**config.mk**
```make
export PLATFORM = sky130hd
export DESIGN_NAME = res_station_pool_flat
export DESIGN_NICKNAME = d
export VERILOG_FILES = /design/src/rtl/res_station_pool_if.sv /design/src/rtl/res_station_pool.sv /design/src/flat_wrapper.sv
export SDC_FILE = /design/constraint.sdc
export NUM_CORES = 1
export LEC_CHECK = 0
export BUFFER_PORTS_ARGS = -buffer_cell sky130_fd_sc_hd__buf_4
export CAP_MARGIN = 20
export CORE_ASPECT_RATIO = 2
export CORE_MARGIN = 4
export CORE_UTILIZATION = 57
export DETAILED_ROUTE_END_ITERATION = 16
export PLACE_DENSITY = 0.85
export SLEW_MARGIN = 20
export SYNTH_ARGS = -nofsm -noshare
export SYNTH_HDL_FRONTEND = slang
export SYNTH_SLANG_ARGS = --single-unit
```
**constraint.sdc**
```tcl
create_clock -name clk_i -period 3.65 [get_ports clk_i]
set_input_delay 0.73 -clock clk_i [delete_from_list [all_inputs] [get_ports clk_i]]
set_output_delay 0.73 -clock clk_i [all_outputs]
set_load 0.01 [all_outputs]
```
**src/rtl/res_station_pool_if.sv**
```systemverilog
// Bus bundle for res_station_pool: dispatch, CDB snoop, functional-unit
// issue and completion. The slave modport is the pool. The master modport
// is the surrounding logic (dispatcher, CDB arbiter and functional unit).
interface res_station_pool_if #(
  parameter int DATA_WIDTH  = 16,
  parameter int TAG_WIDTH   = 3,
  parameter int OP_WIDTH    = 3,
  parameter int REG_WIDTH   = 3,
  parameter int NUM_ENTRIES = 4,
  parameter int CNT_WIDTH   = $clog2(NUM_ENTRIES + 1)
);
  // Dispatch
  logic                   disp_valid;
  logic                   disp_ready;
  logic [TAG_WIDTH-1:0]   disp_tag;
  logic [OP_WIDTH-1:0]    disp_opcode;
  logic [DATA_WIDTH-1:0]  disp_vj;
  logic [DATA_WIDTH-1:0]  disp_vk;
  logic [TAG_WIDTH-1:0]   disp_qj;
  logic [TAG_WIDTH-1:0]   disp_qk;
  logic [REG_WIDTH-1:0]   disp_rd;
  // Common data bus
  logic                   cdb_valid;
  logic [TAG_WIDTH-1:0]   cdb_tag;
  logic [DATA_WIDTH-1:0]  cdb_data;
  // Functional unit issue
  logic                   fu_valid;
  logic                   fu_ready;
  logic [DATA_WIDTH-1:0]  fu_a;
  logic [DATA_WIDTH-1:0]  fu_b;
  logic [OP_WIDTH-1:0]    fu_op;
  logic [TAG_WIDTH-1:0]   fu_tag;
  logic [REG_WIDTH-1:0]   fu_rd;
  // Completion
  logic                   done_valid;
  logic [TAG_WIDTH-1:0]   done_tag;
  // Occupancy
  logic [NUM_ENTRIES-1:0] busy_vec;
  logic [CNT_WIDTH-1:0]   busy_count;

  modport slave (
    input  disp_valid, disp_opcode, disp_vj, disp_vk, disp_qj, disp_qk, disp_rd,
    input  cdb_valid, cdb_tag, cdb_data,
    input  fu_ready, done_valid, done_tag,
    output disp_ready, disp_tag,
    output fu_valid, fu_a, fu_b, fu_op, fu_tag, fu_rd,
    output busy_vec, busy_count
  );

  modport master (
    output disp_valid, disp_opcode, disp_vj, disp_vk, disp_qj, disp_qk, disp_rd,
    output cdb_valid, cdb_tag, cdb_data,
    output fu_ready, done_valid, done_tag,
    input  disp_ready, disp_tag,
    input  fu_valid, fu_a, fu_b, fu_op, fu_tag, fu_rd,
    input  busy_vec, busy_count
  );
endinterface

```
**src/rtl/res_station_pool.sv**
```systemverilog
// Pool of Tomasulo reservation stations feeding one functional unit.
// - Dispatch allocates the lowest free entry.
// - Pending operands are captured from the CDB, including a same-cycle
//   bypass at dispatch.
// - Ready entries issue in round-robin order.
// - An entry is released when the unit reports completion of its tag.
module res_station_pool #(
  parameter int DATA_WIDTH  = 16,
  parameter int NUM_ENTRIES = 4,
  parameter int TAG_WIDTH   = 3,
  parameter int BASE_TAG    = 1,
  parameter int OP_WIDTH    = 3,
  parameter int REG_WIDTH   = 3
) (
  input  logic               clk_i,
  input  logic               rst_ni,
  res_station_pool_if.slave  bus
);

  localparam int IDX_W = $clog2(NUM_ENTRIES);
  localparam int CNT_W = $clog2(NUM_ENTRIES + 1);

  typedef enum logic [1:0] {ST_FREE, ST_WAIT, ST_READY, ST_ISSUED} st_e;

  st_e                   st_q  [NUM_ENTRIES];
  st_e                   st_d  [NUM_ENTRIES];
  logic [DATA_WIDTH-1:0] vj_q  [NUM_ENTRIES];
  logic [DATA_WIDTH-1:0] vj_d  [NUM_ENTRIES];
  logic [DATA_WIDTH-1:0] vk_q  [NUM_ENTRIES];
  logic [DATA_WIDTH-1:0] vk_d  [NUM_ENTRIES];
  logic [TAG_WIDTH-1:0]  qj_q  [NUM_ENTRIES];
  logic [TAG_WIDTH-1:0]  qj_d  [NUM_ENTRIES];
  logic [TAG_WIDTH-1:0]  qk_q  [NUM_ENTRIES];
  logic [TAG_WIDTH-1:0]  qk_d  [NUM_ENTRIES];
  logic [OP_WIDTH-1:0]   op_q  [NUM_ENTRIES];
  logic [OP_WIDTH-1:0]   op_d  [NUM_ENTRIES];
  logic [REG_WIDTH-1:0]  rd_q  [NUM_ENTRIES];
  logic [REG_WIDTH-1:0]  rd_d  [NUM_ENTRIES];

  logic [IDX_W-1:0]      rr_q, rr_d;
  logic                  hold_q, hold_d;
  logic [IDX_W-1:0]      hold_idx_q, hold_idx_d;

  logic [NUM_ENTRIES-1:0] free_vec, ready_vec;
  logic [IDX_W-1:0]       alloc_idx, sel_idx;
  logic                   any_free, any_ready, found;
  logic                   disp_fire, issue, cdb_hit;
  logic                   byp_j, byp_k;
  logic [TAG_WIDTH-1:0]   new_qj, new_qk;
  logic [DATA_WIDTH-1:0]  new_vj, new_vk;
  logic [CNT_W-1:0]       busy_cnt;
  int                     cand;

  function automatic logic [TAG_WIDTH-1:0] tag_of(input int idx);
    return TAG_WIDTH'(BASE_TAG + idx);
  endfunction

  // Per-entry status vectors and occupancy count
  always_comb begin
    free_vec  = '0;
    ready_vec = '0;
    busy_cnt  = '0;
    for (int i = 0; i < NUM_ENTRIES; i++) begin
      free_vec[i]  = (st_q[i] == ST_FREE);
      ready_vec[i] = (st_q[i] == ST_READY);
      busy_cnt     = busy_cnt + CNT_W'(st_q[i] != ST_FREE);
    end
  end

  // Lowest-index free entry receives the next dispatch
  always_comb begin
    alloc_idx = '0;
    any_free  = 1'b0;
    for (int i = NUM_ENTRIES - 1; i >= 0; i--) begin
      if (free_vec[i]) begin
        alloc_idx = IDX_W'(i);
        any_free  = 1'b1;
      end
    end
  end

  // Round-robin pick among ready entries; a stalled offer stays locked
  always_comb begin
    any_ready = |ready_vec;
    sel_idx   = '0;
    found     = 1'b0;
    cand      = 0;
    for (int off = 0; off < NUM_ENTRIES; off++) begin
      cand = int'(rr_q) + off;
      if (cand >= NUM_ENTRIES) cand = cand - NUM_ENTRIES;
      if (!found && ready_vec[cand]) begin
        sel_idx = IDX_W'(cand);
        found   = 1'b1;
      end
    end
    if (hold_q) sel_idx = hold_idx_q;
  end

  assign disp_fire = bus.disp_valid & any_free;
  assign issue     = any_ready & bus.fu_ready;
  assign cdb_hit   = bus.cdb_valid & (bus.cdb_tag != '0);

  // Operand bypass from the CDB for the entry being dispatched
  always_comb begin
    byp_j  = cdb_hit && (bus.cdb_tag == bus.disp_qj);
    byp_k  = cdb_hit && (bus.cdb_tag == bus.disp_qk);
    new_qj = byp_j ? '0 : bus.disp_qj;
    new_qk = byp_k ? '0 : bus.disp_qk;
    new_vj = byp_j ? bus.cdb_data : bus.disp_vj;
    new_vk = byp_k ? bus.cdb_data : bus.disp_vk;
  end

  // Pointer and offer-lock next state
  always_comb begin
    rr_d       = rr_q;
    hold_d     = any_ready & ~bus.fu_ready;
    hold_idx_d = sel_idx;
    if (issue) begin
      rr_d = (sel_idx == IDX_W'(NUM_ENTRIES - 1)) ? '0 : sel_idx + 1'b1;
    end
  end

  // Entry state machine and payload next state
  always_comb begin
    for (int i = 0; i < NUM_ENTRIES; i++) begin
      st_d[i] = st_q[i];
      vj_d[i] = vj_q[i];
      vk_d[i] = vk_q[i];
      qj_d[i] = qj_q[i];
      qk_d[i] = qk_q[i];
      op_d[i] = op_q[i];
      rd_d[i] = rd_q[i];
      case (st_q[i])
        ST_FREE: begin
          if (disp_fire && alloc_idx == IDX_W'(i)) begin
            vj_d[i] = new_vj;
            vk_d[i] = new_vk;
            qj_d[i] = new_qj;
            qk_d[i] = new_qk;
            op_d[i] = bus.disp_opcode;
            rd_d[i] = bus.disp_rd;
            st_d[i] = (new_qj == '0 && new_qk == '0) ? ST_READY : ST_WAIT;
          end
        end
        ST_WAIT: begin
          if (cdb_hit && qj_q[i] == bus.cdb_tag) begin
            vj_d[i] = bus.cdb_data;
            qj_d[i] = '0;
          end
          if (cdb_hit && qk_q[i] == bus.cdb_tag) begin
            vk_d[i] = bus.cdb_data;
            qk_d[i] = '0;
          end
          if (qj_d[i] == '0 && qk_d[i] == '0) st_d[i] = ST_READY;
        end
        ST_READY: begin
          if (issue && sel_idx == IDX_W'(i)) st_d[i] = ST_ISSUED;
        end
        default: begin
          if (bus.done_valid && bus.done_tag == tag_of(i)) st_d[i] = ST_FREE;
        end
      endcase
    end
  end

  // Control state: entry states, round-robin pointer, offer lock
  always_ff @(posedge clk_i or negedge rst_ni) begin
    if (!rst_ni) begin
      for (int i = 0; i < NUM_ENTRIES; i++) st_q[i] <= ST_FREE;
      rr_q       <= '0;
      hold_q     <= 1'b0;
      hold_idx_q <= '0;
    end else begin
      for (int i = 0; i < NUM_ENTRIES; i++) st_q[i] <= st_d[i];
      rr_q       <= rr_d;
      hold_q     <= hold_d;
      hold_idx_q <= hold_idx_d;
    end
  end

  // Payload storage; only meaningful while the entry is not FREE
  always_ff @(posedge clk_i) begin
    for (int i = 0; i < NUM_ENTRIES; i++) begin
      vj_q[i] <= vj_d[i];
      vk_q[i] <= vk_d[i];
      qj_q[i] <= qj_d[i];
      qk_q[i] <= qk_d[i];
      op_q[i] <= op_d[i];
      rd_q[i] <= rd_d[i];
    end
  end

  assign bus.disp_ready = any_free;
  assign bus.disp_tag   = tag_of(int'(alloc_idx));
  assign bus.fu_valid   = any_ready;
  assign bus.fu_a       = any_ready ? vj_q[sel_idx] : '0;
  assign bus.fu_b       = any_ready ? vk_q[sel_idx] : '0;
  assign bus.fu_op      = any_ready ? op_q[sel_idx] : '0;
  assign bus.fu_rd      = any_ready ? rd_q[sel_idx] : '0;
  assign bus.fu_tag     = any_ready ? tag_of(int'(sel_idx)) : '0;
  assign bus.busy_vec   = ~free_vec;
  assign bus.busy_count = busy_cnt;

endmodule
```
**src/flat_wrapper.sv**
```systemverilog
// flat-port wrapper written by rule: the top's interface ports become plain ports
module res_station_pool_flat 
#(
  parameter int DATA_WIDTH  = 16,
  parameter int NUM_ENTRIES = 4,
  parameter int TAG_WIDTH   = 3,
  parameter int BASE_TAG    = 1,
  parameter int OP_WIDTH    = 3,
  parameter int REG_WIDTH   = 3
)
  (clk_i, rst_ni, bus_disp_valid, bus_disp_opcode, bus_disp_vj, bus_disp_vk, bus_disp_qj, bus_disp_qk, bus_disp_rd, bus_cdb_valid, bus_cdb_tag, bus_cdb_data, bus_fu_ready, bus_done_valid, bus_done_tag, bus_disp_ready, bus_disp_tag, bus_fu_valid, bus_fu_a, bus_fu_b, bus_fu_op, bus_fu_tag, bus_fu_rd, bus_busy_vec, bus_busy_count);
  res_station_pool_if #(.DATA_WIDTH(DATA_WIDTH), .TAG_WIDTH(TAG_WIDTH), .OP_WIDTH(OP_WIDTH), .REG_WIDTH(REG_WIDTH), .NUM_ENTRIES(NUM_ENTRIES)) bus_i ();
  input  logic clk_i;
  input  logic rst_ni;
  input wire logic [$bits(bus_i.disp_valid)-1:0] bus_disp_valid;
  input wire logic [$bits(bus_i.disp_opcode)-1:0] bus_disp_opcode;
  input wire logic [$bits(bus_i.disp_vj)-1:0] bus_disp_vj;
  input wire logic [$bits(bus_i.disp_vk)-1:0] bus_disp_vk;
  input wire logic [$bits(bus_i.disp_qj)-1:0] bus_disp_qj;
  input wire logic [$bits(bus_i.disp_qk)-1:0] bus_disp_qk;
  input wire logic [$bits(bus_i.disp_rd)-1:0] bus_disp_rd;
  input wire logic [$bits(bus_i.cdb_valid)-1:0] bus_cdb_valid;
  input wire logic [$bits(bus_i.cdb_tag)-1:0] bus_cdb_tag;
  input wire logic [$bits(bus_i.cdb_data)-1:0] bus_cdb_data;
  input wire logic [$bits(bus_i.fu_ready)-1:0] bus_fu_ready;
  input wire logic [$bits(bus_i.done_valid)-1:0] bus_done_valid;
  input wire logic [$bits(bus_i.done_tag)-1:0] bus_done_tag;
  output wire logic [$bits(bus_i.disp_ready)-1:0] bus_disp_ready;
  output wire logic [$bits(bus_i.disp_tag)-1:0] bus_disp_tag;
  output wire logic [$bits(bus_i.fu_valid)-1:0] bus_fu_valid;
  output wire logic [$bits(bus_i.fu_a)-1:0] bus_fu_a;
  output wire logic [$bits(bus_i.fu_b)-1:0] bus_fu_b;
  output wire logic [$bits(bus_i.fu_op)-1:0] bus_fu_op;
  output wire logic [$bits(bus_i.fu_tag)-1:0] bus_fu_tag;
  output wire logic [$bits(bus_i.fu_rd)-1:0] bus_fu_rd;
  output wire logic [$bits(bus_i.busy_vec)-1:0] bus_busy_vec;
  output wire logic [$bits(bus_i.busy_count)-1:0] bus_busy_count;
  assign bus_i.disp_valid = bus_disp_valid;
  assign bus_i.disp_opcode = bus_disp_opcode;
  assign bus_i.disp_vj = bus_disp_vj;
  assign bus_i.disp_vk = bus_disp_vk;
  assign bus_i.disp_qj = bus_disp_qj;
  assign bus_i.disp_qk = bus_disp_qk;
  assign bus_i.disp_rd = bus_disp_rd;
  assign bus_i.cdb_valid = bus_cdb_valid;
  assign bus_i.cdb_tag = bus_cdb_tag;
  assign bus_i.cdb_data = bus_cdb_data;
  assign bus_i.fu_ready = bus_fu_ready;
  assign bus_i.done_valid = bus_done_valid;
  assign bus_i.done_tag = bus_done_tag;
  assign bus_disp_ready = bus_i.disp_ready;
  assign bus_disp_tag = bus_i.disp_tag;
  assign bus_fu_valid = bus_i.fu_valid;
  assign bus_fu_a = bus_i.fu_a;
  assign bus_fu_b = bus_i.fu_b;
  assign bus_fu_op = bus_i.fu_op;
  assign bus_fu_tag = bus_i.fu_tag;
  assign bus_fu_rd = bus_i.fu_rd;
  assign bus_busy_vec = bus_i.busy_vec;
  assign bus_busy_count = bus_i.busy_count;
  res_station_pool #(.DATA_WIDTH(DATA_WIDTH), .NUM_ENTRIES(NUM_ENTRIES), .TAG_WIDTH(TAG_WIDTH), .BASE_TAG(BASE_TAG), .OP_WIDTH(OP_WIDTH), .REG_WIDTH(REG_WIDTH)) u_core (.clk_i(clk_i), .rst_ni(rst_ni), .bus(bus_i));
endmodule
```
==> results by group, run 1 <==
Timing
  • Relative slew slack: 0.239
  • Slew Limit Fails: 0
  • Final setup skew: roughly 0.009 ns
  • Hold Violations, Final: 0
  • RSZ-0062 raised after global routing: yes
  • Worst-Margin Slew: ~1.1 ns
  • Min Tclk post-route: roughly 4.0 ns
  • Setup Viol. Count Final: 40
  • Fmax: 0.249 GHz
  • Final worst-path cycle share: 1.10
  • Final WS setup: -0.364 ns

Final layout
  • Layout cells sized above 1: 0.503
  • Fill count: approximately 960
  • Post-layout util: 0.766
  • Area delta synth->final: 30.8%
  • Fin nets: between 1000 and 1500

Die
  • Core box area: 17900 um^2
  • Effective utilization at floorplan: 0.585
  • IO Count: 125
  • Die Y: between 150 and 200 um
  • Std-Cell Rows: 69
  • Die ar.: roughly 21000 um^2
  • Die Wd: roughly 100 um

Global route
  • Initial antenna violation count: 1
  • GRT Total Usage: 0.315
  • Largest net degree at the start of global routing: 34
  • Total grt overflow: 0
  • First-pass GRT wire length: 49000 um
  • Vias in the first global route: about 8500

Critical path
  • Startpoint Class: register
  • Critical path endpoint category: output port
  • CP cell instances: inv_4, ha_4, mux4_2, or4_4, o311ai_4, buf_12, buf_8, buf_16, and2_4, a211oi_2, a211oi_1, buf_4
  • CP bufs+invs: 5
  • Worst Path Arrival: about 3.3 ns
  • CP Class: register to output port
  • Crit path launch: u_core.st_q[0]
  • Stages on worst setup path: 12
  • Crit path max-delay family: buffers and inverters
  • CP Data Required Time: a little under 3 ns
  • Critical path endpoint: bus_fu_b[10]
  • Reg-to-Reg End: u_core.st_q[0]
  • RR Startpoint: u_core.st_q[0]
  • Crit path max fanout: 6
  • CP max stage cell: mux4_2
  • Reg2reg path depth: 15
  • R2R Setup Slk: roughly 0.23 ns
  • Largest stage delay, worst path: about 0.47 ns

Placement
  • Final Wtd Congestion: 0.899
  • Hpwl dp: roughly 19000 um
  • Buffers added on ports: 124

CTS
  • CTS Buf Count: 17
  • Clock transition at path regs: roughly 0.080 ns
  • CTS Hold Bufs: 0
  • Clock sink count: roughly 190
  • CTS tree: built
  • H-tree levels: 4
  • CTS Buffer Depth: 2
  • Clock Latency Late Sink: between 0.4 and 0.5 ns
  • Clock Tree Root: clkbuf_16

Detailed routing
  • Vias: 8417
  • Initial DRT Pass Iterations: 6
  • Metal1 wirelength: 11400 um
  • Met2 Routed Length: approximately 19000 um
  • Starting DRT DRC Count: approximately 900
  • Routed length per instance: approximately 30 um
  • Post-DRT Antenna Nets: 0
  • Max layer used: met4
  • WL final: 35400 um
  • DR WL met3: 2790 um
  • Drt drc: 0
  • Drt via density: 7.02

Logic synthesis
  • Count leader, synth: edfxtp_1
  • Synth Register Bits: approximately 190
  • Post-synth EDFFs: about 180
  • Post-Syn Instances: 792
  • Seq/Total Area, Yosys: 0.537
  • Post-synth net total: around 890
  • Top cells by area in the synthesized netlist: edfxtp_1 (51%), mux2_2 (14%), a211oi_1 (5.5%), mux2i_1 (3.7%), dfrtp_1 (3.1%)
  • Synth Cell Area: between 10000 and 15000 um^2
  • Yosys top cell by area: edfxtp_1
  • Avg Cell Area, Syn: about 13 um^2
  • Library cells used by synthesis: 60
  • Asr flop ratio synth: 0.0688
  • Yosys warnings: 0
  • Share of the synthesized area in the top cell type: 0.505
  • Top cells by instance count after synthesis: edfxtp_1 (176), mux2_2 (133), a211oi_1 (77)
  • Commonest register cell after synthesis: edfxtp_1

Flow run
  • Max_cap viols: 0

Run status
  • Outcome: finished with violations
  • Failing checks: negative setup slack

Worst hold path
  • Hold WC Path Type: input port to async pin
cell families (layout without fill, tap and decap cells):
| kind of cell | count (synthesis) | in the layout | synth area share |
|---|---|---|---|
| AO/OA/AOI/OAI | 153 | 154 | 0.114 |
| XOR/XNOR | 31 | 31 | 0.0260 |
| adder cells (fa/ha/maj) | 24 | 24 | 0.0294 |
| other | 0 | 1 | 0 |
| multiplexers | 176 | 176 | 0.187 |
| flip-flops | 189 | 189 | 0.537 |
| buffers and inverters | 74 | 266 | 0.0312 |
| AND/OR/NAND/NOR | 145 | 145 | 0.0757 |
through the flow:
stage	area [um^2]	setup slack (ns)	cells	TNS (ns)	hold slack, ns
floorplan	10500	0.343	792	0	0.434
global placement	11900	0.0803	1116	0	0.574
detailed placement	11900	0.0367	1116	0	0.585
CTS	13300	-0.235	1181	-5.94	0.127
global route	13700	-0.424	1199	-12.06	0.137
finish	13700	-0.364	1199	-9.82	0.129
layout by cell type, fill, tap and decap left out, drive strengths merged, types with 3 or more instances in the layout:
master    n
a41oi     6
inv      29
mux2i    39
edfxtp  176
or3b      4
nand4     4
o31ai     6
mux2    135
o311ai    3
a21o      3
ha       23
dfrtp    13
a22o     20
xnor2    10
nand2    15
a21oi    11
o21ai     4
nor4      8
clkbuf   20
a31o      3
a211oi   77
nor4bb    3
xor2     21
nand3     5
buf     208
o211ai    3
nor2     39
and2     40
bufbuf    3
clkinv    3
nor3     11
nor2b     5
a31oi     3
worst min-delay path by stage:
stage | from | end | slack (ns) | cells after the start
floorplan | rst_ni | u_core.hold_idx_q[0] | 0.43 | 0
global placement | u_core.st_q[7] | u_core.st_q[7] | 0.57 | 1
detailed placement | u_core.st_q[2] | u_core.st_q[2] | 0.58 | 1
CTS | rst_ni | u_core.st_q[3] | 0.13 | 1
global route | rst_ni | u_core.hold_idx_q[1] | 0.14 | 1
finish | rst_ni | u_core.hold_idx_q[1] | 0.13 | 1
cell type report:
cell class,count,area [um^2],area share
Antenna cell,1,2.50,0.000183
Clock buffer,18,429,0.0314
Clock inverter,14,149,0.0109
Inverter,21,95.1,0.00695
Multi-Input combinational cell,530,5120,0.374
Sequential cell,189,5610,0.410
Tap cell,213,267,0.0195
Timing Repair Buffer,213,2010,0.147
worst register-to-register path: stages, from the launching register on:
cell and delay [ns]:
dfrtp_1 0.44, inv_4 0.12, ha_4 0.15, buf_4 0.15, nor3b_1 0.23, or4_4 0.18
o311ai_4 0.15, buf_12 0.19, buf_8 0.13, buf_16 0.14, buf_6 0.11, buf_8 0.13
buf_4 0.13, o31ai_1 0.46, nand2_1 0.18, o311ai_0 0.41
routing by layer:
metal | vias up | global-route usage
met5 | - | 0
met4 | 0 | 0.212
met3 | 202 | 0.0546
met2 | 640 | 0.592
met1 | 4137 | 0.318
li1 | 3438 | -
repair_timing:
item | in CTS | in global routing
pin swaps | 23 | 23
gates cloned | 11 | 2
endpoints found under the setup margin | 41 | 41
gates resized for setup | 92 | 48
setup buffers | 23 | 16
flip-flops by register name (all words and copies together), names as in the netlist, 2 cells and up:
name and count:
u_core.op_q 12, u_core.vj_q 64, u_core.rd_q 12, u_core.qj_q 12
u_core.vk_q 64, u_core.hold_idx_q 2, u_core.rr_q 2, u_core.st_q 8
u_core.qk_q 12
Power of run 1 is left out: the tool's default activity adds up to more than one toggle a clock period on the data nets, which glitch-free logic cannot reach.
==> run 2: changes to the inputs <==
CORE_ASPECT_RATIO = not set   (was 2)
CTS_BUF_LIST = sky130_fd_sc_hd__clkbuf_8   (was not set)
==> results by group, run 2 (synthesis gave the netlist of run 1 again) <==
Run status
  • Outcome: finished with violations
  • Failing checks: negative setup slack

Global route
  • Initial antenna violation count: 0
  • Vias in the first global route: about 8000
  • First-pass GRT wire length: 46700 um
  • Largest net degree at the start of global routing: 44
  • Total grt overflow: 0
  • GRT Total Usage: 0.300

Detailed routing
  • Drt drc: 0
  • WL final: 32200 um
  • Post-DRT Antenna Nets: 0
  • Starting DRT DRC Count: between 800 and 900
  • Drt via density: 6.78
  • Initial DRT Pass Iterations: 5
  • Vias: 8193
  • Routed length per instance: between 20 and 30 um

Worst hold path
  • Hold WC Path Type: input port to async pin

Timing
  • Worst-Margin Slew: between 0.7 and 0.8 ns
  • Final setup skew: about 0.019 ns
  • Final worst-path cycle share: 1.08
  • RSZ-0062 raised after global routing: yes
  • Relative slew slack: 0.524
  • Setup Viol. Count Final: 40
  • Hold Violations, Final: 0
  • Slew Limit Fails: 0
  • Min Tclk post-route: between 3 and 4 ns
  • Final WS setup: -0.281 ns
  • Fmax: between 0.2 and 0.3 GHz
  • Hold Worst Slack: 0.0871 ns

Critical path
  • Critical path endpoint category: output port
  • Crit path max fanout: 6
  • R2R Setup Slk: 0.25 ns
  • CP Class: register to output port
  • Worst Path Arrival: approximately 3.2 ns
  • RR Startpoint: u_core.st_q[0]
  • Reg2reg path depth: 15
  • Reg-to-Reg End: u_core.st_q[5]
  • CP Data Required Time: just under 3 ns
  • Startpoint Class: register

Final layout
  • Biggest regs: u_core.vj_q: 64 flops, u_core.vk_q: 64 flops
  • Layout cells sized above 1: 0.517
  • Commonest cells after routing, fill and taps aside: edfxtp_1 (176), buf_4 (172), mux2_2 (133), a211oi_2 (63), nor2_1 (33)
  • Commonest non-fill, non-tap cell in the layout: edfxtp_1
  • Antenna cells: 0
  • Footprint of the multi-input gates: between 5000 and 6000 um^2
  • Area delta synth->final: 28.8%
  • Fin nets: ~1100
  • Fill count: roughly 1000
  • Reg area: between 5000 and 6000 um^2

CTS
  • CTS Hold Bufs: 0
  • Clock Tree Root: clkbuf_8
  • Clock Latency Late Sink: around 0.48 ns
  • Clock sink count: around 190
  • CTS Buffer Depth: 2
  • CTS Buf Count: 17
  • Clock transition at path regs: approximately 0.10 ns
  • H-tree levels: 4
  • CTS tree: built

Die
  • Die Wd: about 140 um
  • Die ar.: roughly 21000 um^2
  • Effective utilization at floorplan: 0.580
  • Core box area: ~18000 um^2
  • Die Y: approximately 140 um
  • Std-Cell Rows: 49
  • IO Count: ~130

Placement
  • Buffers added on ports: 124
  • Final Wtd Congestion: 0.888
  • Hpwl dp: 17700 um

Flow run
  • Max_cap viols: 0
==> run 2: layer usage <==
layer / part of all wire / GRT usage
met1: 0.37 / 0.394
met2: 0.50 / 0.504
met3: 0.094 / 0.0592
met4: 0.038 / 0.101
met5: 0 / 0
==> run 2: critical path, stage by stage (launching register included) <==
cell and delay [ns]:
dfrtp_1 0.39, inv_2 0.08, ha_2 0.20, mux4_2 0.45, or4_4 0.44, o311ai_4 0.14, buf_12 0.18, buf_12 0.13
buf_12 0.12, and2_1 0.15, a211oi_2 0.06, a211oi_1 0.21, buf_4 0.17
==> run 2: worst max-delay path by stage <==
stage                         from      endpoint  slack (ns)
CTS                 u_core.st_q[1]  bus_fu_a[15]       -0.20
global placement    u_core.st_q[0]   bus_fu_b[9]        0.12
global route        u_core.st_q[1]  bus_fu_b[14]       -0.35
floorplan           u_core.st_q[4]   bus_fu_a[0]        0.34
finish              u_core.st_q[0]   bus_fu_a[5]       -0.28
detailed placement  u_core.st_q[0]   bus_fu_b[9]        0.07
==> run 2: area by class of cell <==
type | instances | area share
multi-input combinational | 529 | 0.382
sequential | 189 | 0.416
clock inverter | 15 | 0.0146
tap | 229 | 0.0213
timing repair buffer | 207 | 0.141
clock buffer | 17 | 0.0174
timing repair inverter | 1 | 0.000836
inverter | 21 | 0.00678
==> run 2: metrics by stage <==
step / worst slack, ns / cells / utilization / TNS [ns] / area (um^2)
finish: -0.281 / 1208 / 0.747 / -8.75 / 13500
global route: -0.346 / 1208 / 0.747 / -11.46 / 13500
CTS: -0.195 / 1205 / 0.736 / -5.75 / 13300
detailed placement: 0.0662 / 1136 / 0.658 / 0 / 11900
global placement: 0.116 / 1136 / 0.658 / 0 / 11900
floorplan: 0.343 / 792 / - / 0 / 10500
==> run 2: repair_timing <==
item	4_1_cts	5_1_grt
pin swaps	64	25
endpoints found under the setup margin	40	41
gates cloned	8	0
gates resized for setup	127	51
buffers inserted	30	8
Power of run 2 is left out for the same reason.
==> run 3: changes to the inputs <==
SKIP_CTS_REPAIR_TIMING = 1   (was not set)
==> results by group, run 3 (synthesis gave the netlist of run 1 again) <==
Run status
  • Outcome: finished with violations
  • Failing checks: negative setup slack

Timing
  • Final worst-path cycle share: 1.15
  • Final setup skew: about 0.018 ns
  • Slew Limit Fails: 0
  • Min Tclk post-route: ~4.2 ns
  • Fmax: ~0.24 GHz
  • Setup Viol. Count Final: slightly above 40
  • Worst-Margin Slew: between 0.6 and 0.7 ns
  • Final WS setup: -0.531 ns
  • RSZ-0062 raised after global routing: yes
  • Relative slew slack: 0.597
  • Hold Violations, Final: 0
  • Hold Worst Slack: between 0.08 and 0.09 ns

Placement
  • Buffers added on ports: between 100 and 150
  • Final Wtd Congestion: between 0.8 and 0.9
  • Hpwl dp: roughly 18000 um
  • Dpl cells: 1136

Detailed routing
  • Vias: just under 8000
  • WL final: 29700 um
  • Routed length per instance: 24.7 um
  • Starting DRT DRC Count: roughly 960
  • Initial DRT Pass Iterations: 8
  • Post-DRT Antenna Nets: 0
  • Drt drc: 0
  • Drt via density: ~6.5

Critical path
  • Crit path max fanout: 7
  • Startpoint Class: register
  • Reg2reg path depth: 11
  • CP Data Required Time: a little under 3 ns
  • Reg-to-Reg End: u_core.st_q[3]
  • R2R Setup Slk: roughly 0.27 ns
  • Critical path endpoint category: output port
  • CP Class: register to output port
  • RR Startpoint: u_core.st_q[5]
  • Crit path launch: u_core.st_q[5]
  • Worst Path Arrival: roughly 3.5 ns

Die
  • Die ar.: roughly 21000 um^2
  • Core box area: around 18000 um^2
  • Std-Cell Rows: between 40 and 50
  • IO Count: between 100 and 150
  • Die Wd: around 140 um
  • Die Y: between 100 and 150 um
  • Effective utilization at floorplan: 0.580

Final layout
  • Fin nets: 1056
  • Area delta synth->final: 26.1%
  • Antenna cells: 0
  • Biggest regs: u_core.vj_q: 64 flops, u_core.vk_q: 64 flops
  • Commonest cells after routing, fill and taps aside: buf_4 (176), edfxtp_1 (176), mux2_2 (133), a211oi_2 (51), nor2_1 (32)
  • Layout cells sized above 1: 0.486
  • Final Non-Filler Cells: around 1200

CTS
  • Clock sink count: 189
  • Clock transition at path regs: approximately 0.10 ns
  • H-tree levels: 4
  • CTS tree: built
  • CTS Buffer Depth: 2
  • Clock Tree Root: clkbuf_8
  • Clock Latency Late Sink: a little under 0.5 ns
  • CTS Buf Count: 17

Flow run
  • Max_cap viols: 0

Global route
  • Initial antenna violation count: 0
  • First-pass GRT wire length: 39800 um
  • Largest net degree at the start of global routing: 44
  • Vias in the first global route: approximately 7000
  • Total grt overflow: 0
  • GRT Total Usage: 0.253

Worst hold path
  • Hold WC Path Type: input port to async pin
-- run 3: changes by cell type in the layout (fill, tap and decap cells not counted), sizes merged --
cell,change
clkbuf,+6
o311ai,+1
buf,-12
inv,-2
clkinv,+1
-- run 3: critical path, cell delays in order (launching register included) --
cell,delay (ns)
dfrtp_1,0.45
ha_1,0.24
mux4_2,0.48
or4_4,0.57
o311ai_4,0.16
buf_12,0.20
buf_12,0.13
buf_6,0.10
and2_4,0.13
a211oi_2,0.04
a211oi_2,0.29
buf_4,0.18
-- run 3: cell type report --
| cell class | count | area, um^2 |
|---|---|---|
| multi-input combinational | 530 | 5000 |
| clock inverter | 15 | 196 |
| timing repair buffer | 201 | 1780 |
| inverter | 21 | 83.8 |
| clock buffer | 17 | 234 |
| tap | 229 | 287 |
| sequential | 189 | 5610 |
| fill | 1068 | 4840 |
-- run 3: metrics by stage --
step | worst slack (ns) | utilization | setup TNS (ns) | area [um^2]
floorplan | 0.343 | - | 0 | 10500
global placement | 0.116 | 0.658 | 0 | 11900
detailed placement | 0.0662 | 0.658 | 0 | 11900
CTS | -0.451 | 0.682 | -14.49 | 12300
global route | -0.589 | 0.732 | -18.44 | 13200
finish | -0.531 | 0.732 | -15.92 | 13200
-- run 3: worst max path at each step --
stage | to | slack [ns] | depth (start not counted)
after floorplan | bus_fu_a[0] | 0.34 | 9
after global placement | bus_fu_b[9] | 0.12 | 10
after detailed placement | bus_fu_b[9] | 0.07 | 10
after CTS | bus_fu_b[9] | -0.45 | 10
after global routing | bus_fu_b[14] | -0.59 | 11
final | bus_fu_a[13] | -0.53 | 11
-- run 3: layer usage --
metal | GRT usage | wire length [um] | vias to the layer above
met2 | 0.424 | 14800 | 484
li1 | - | - | 3422
met4 | 0.0778 | 803 | 0
met1 | 0.338 | 11500 | 3890
met3 | 0.0463 | 2560 | 67
met5 | 0 | 0 | -
Power of run 3 is left out for the same reason.
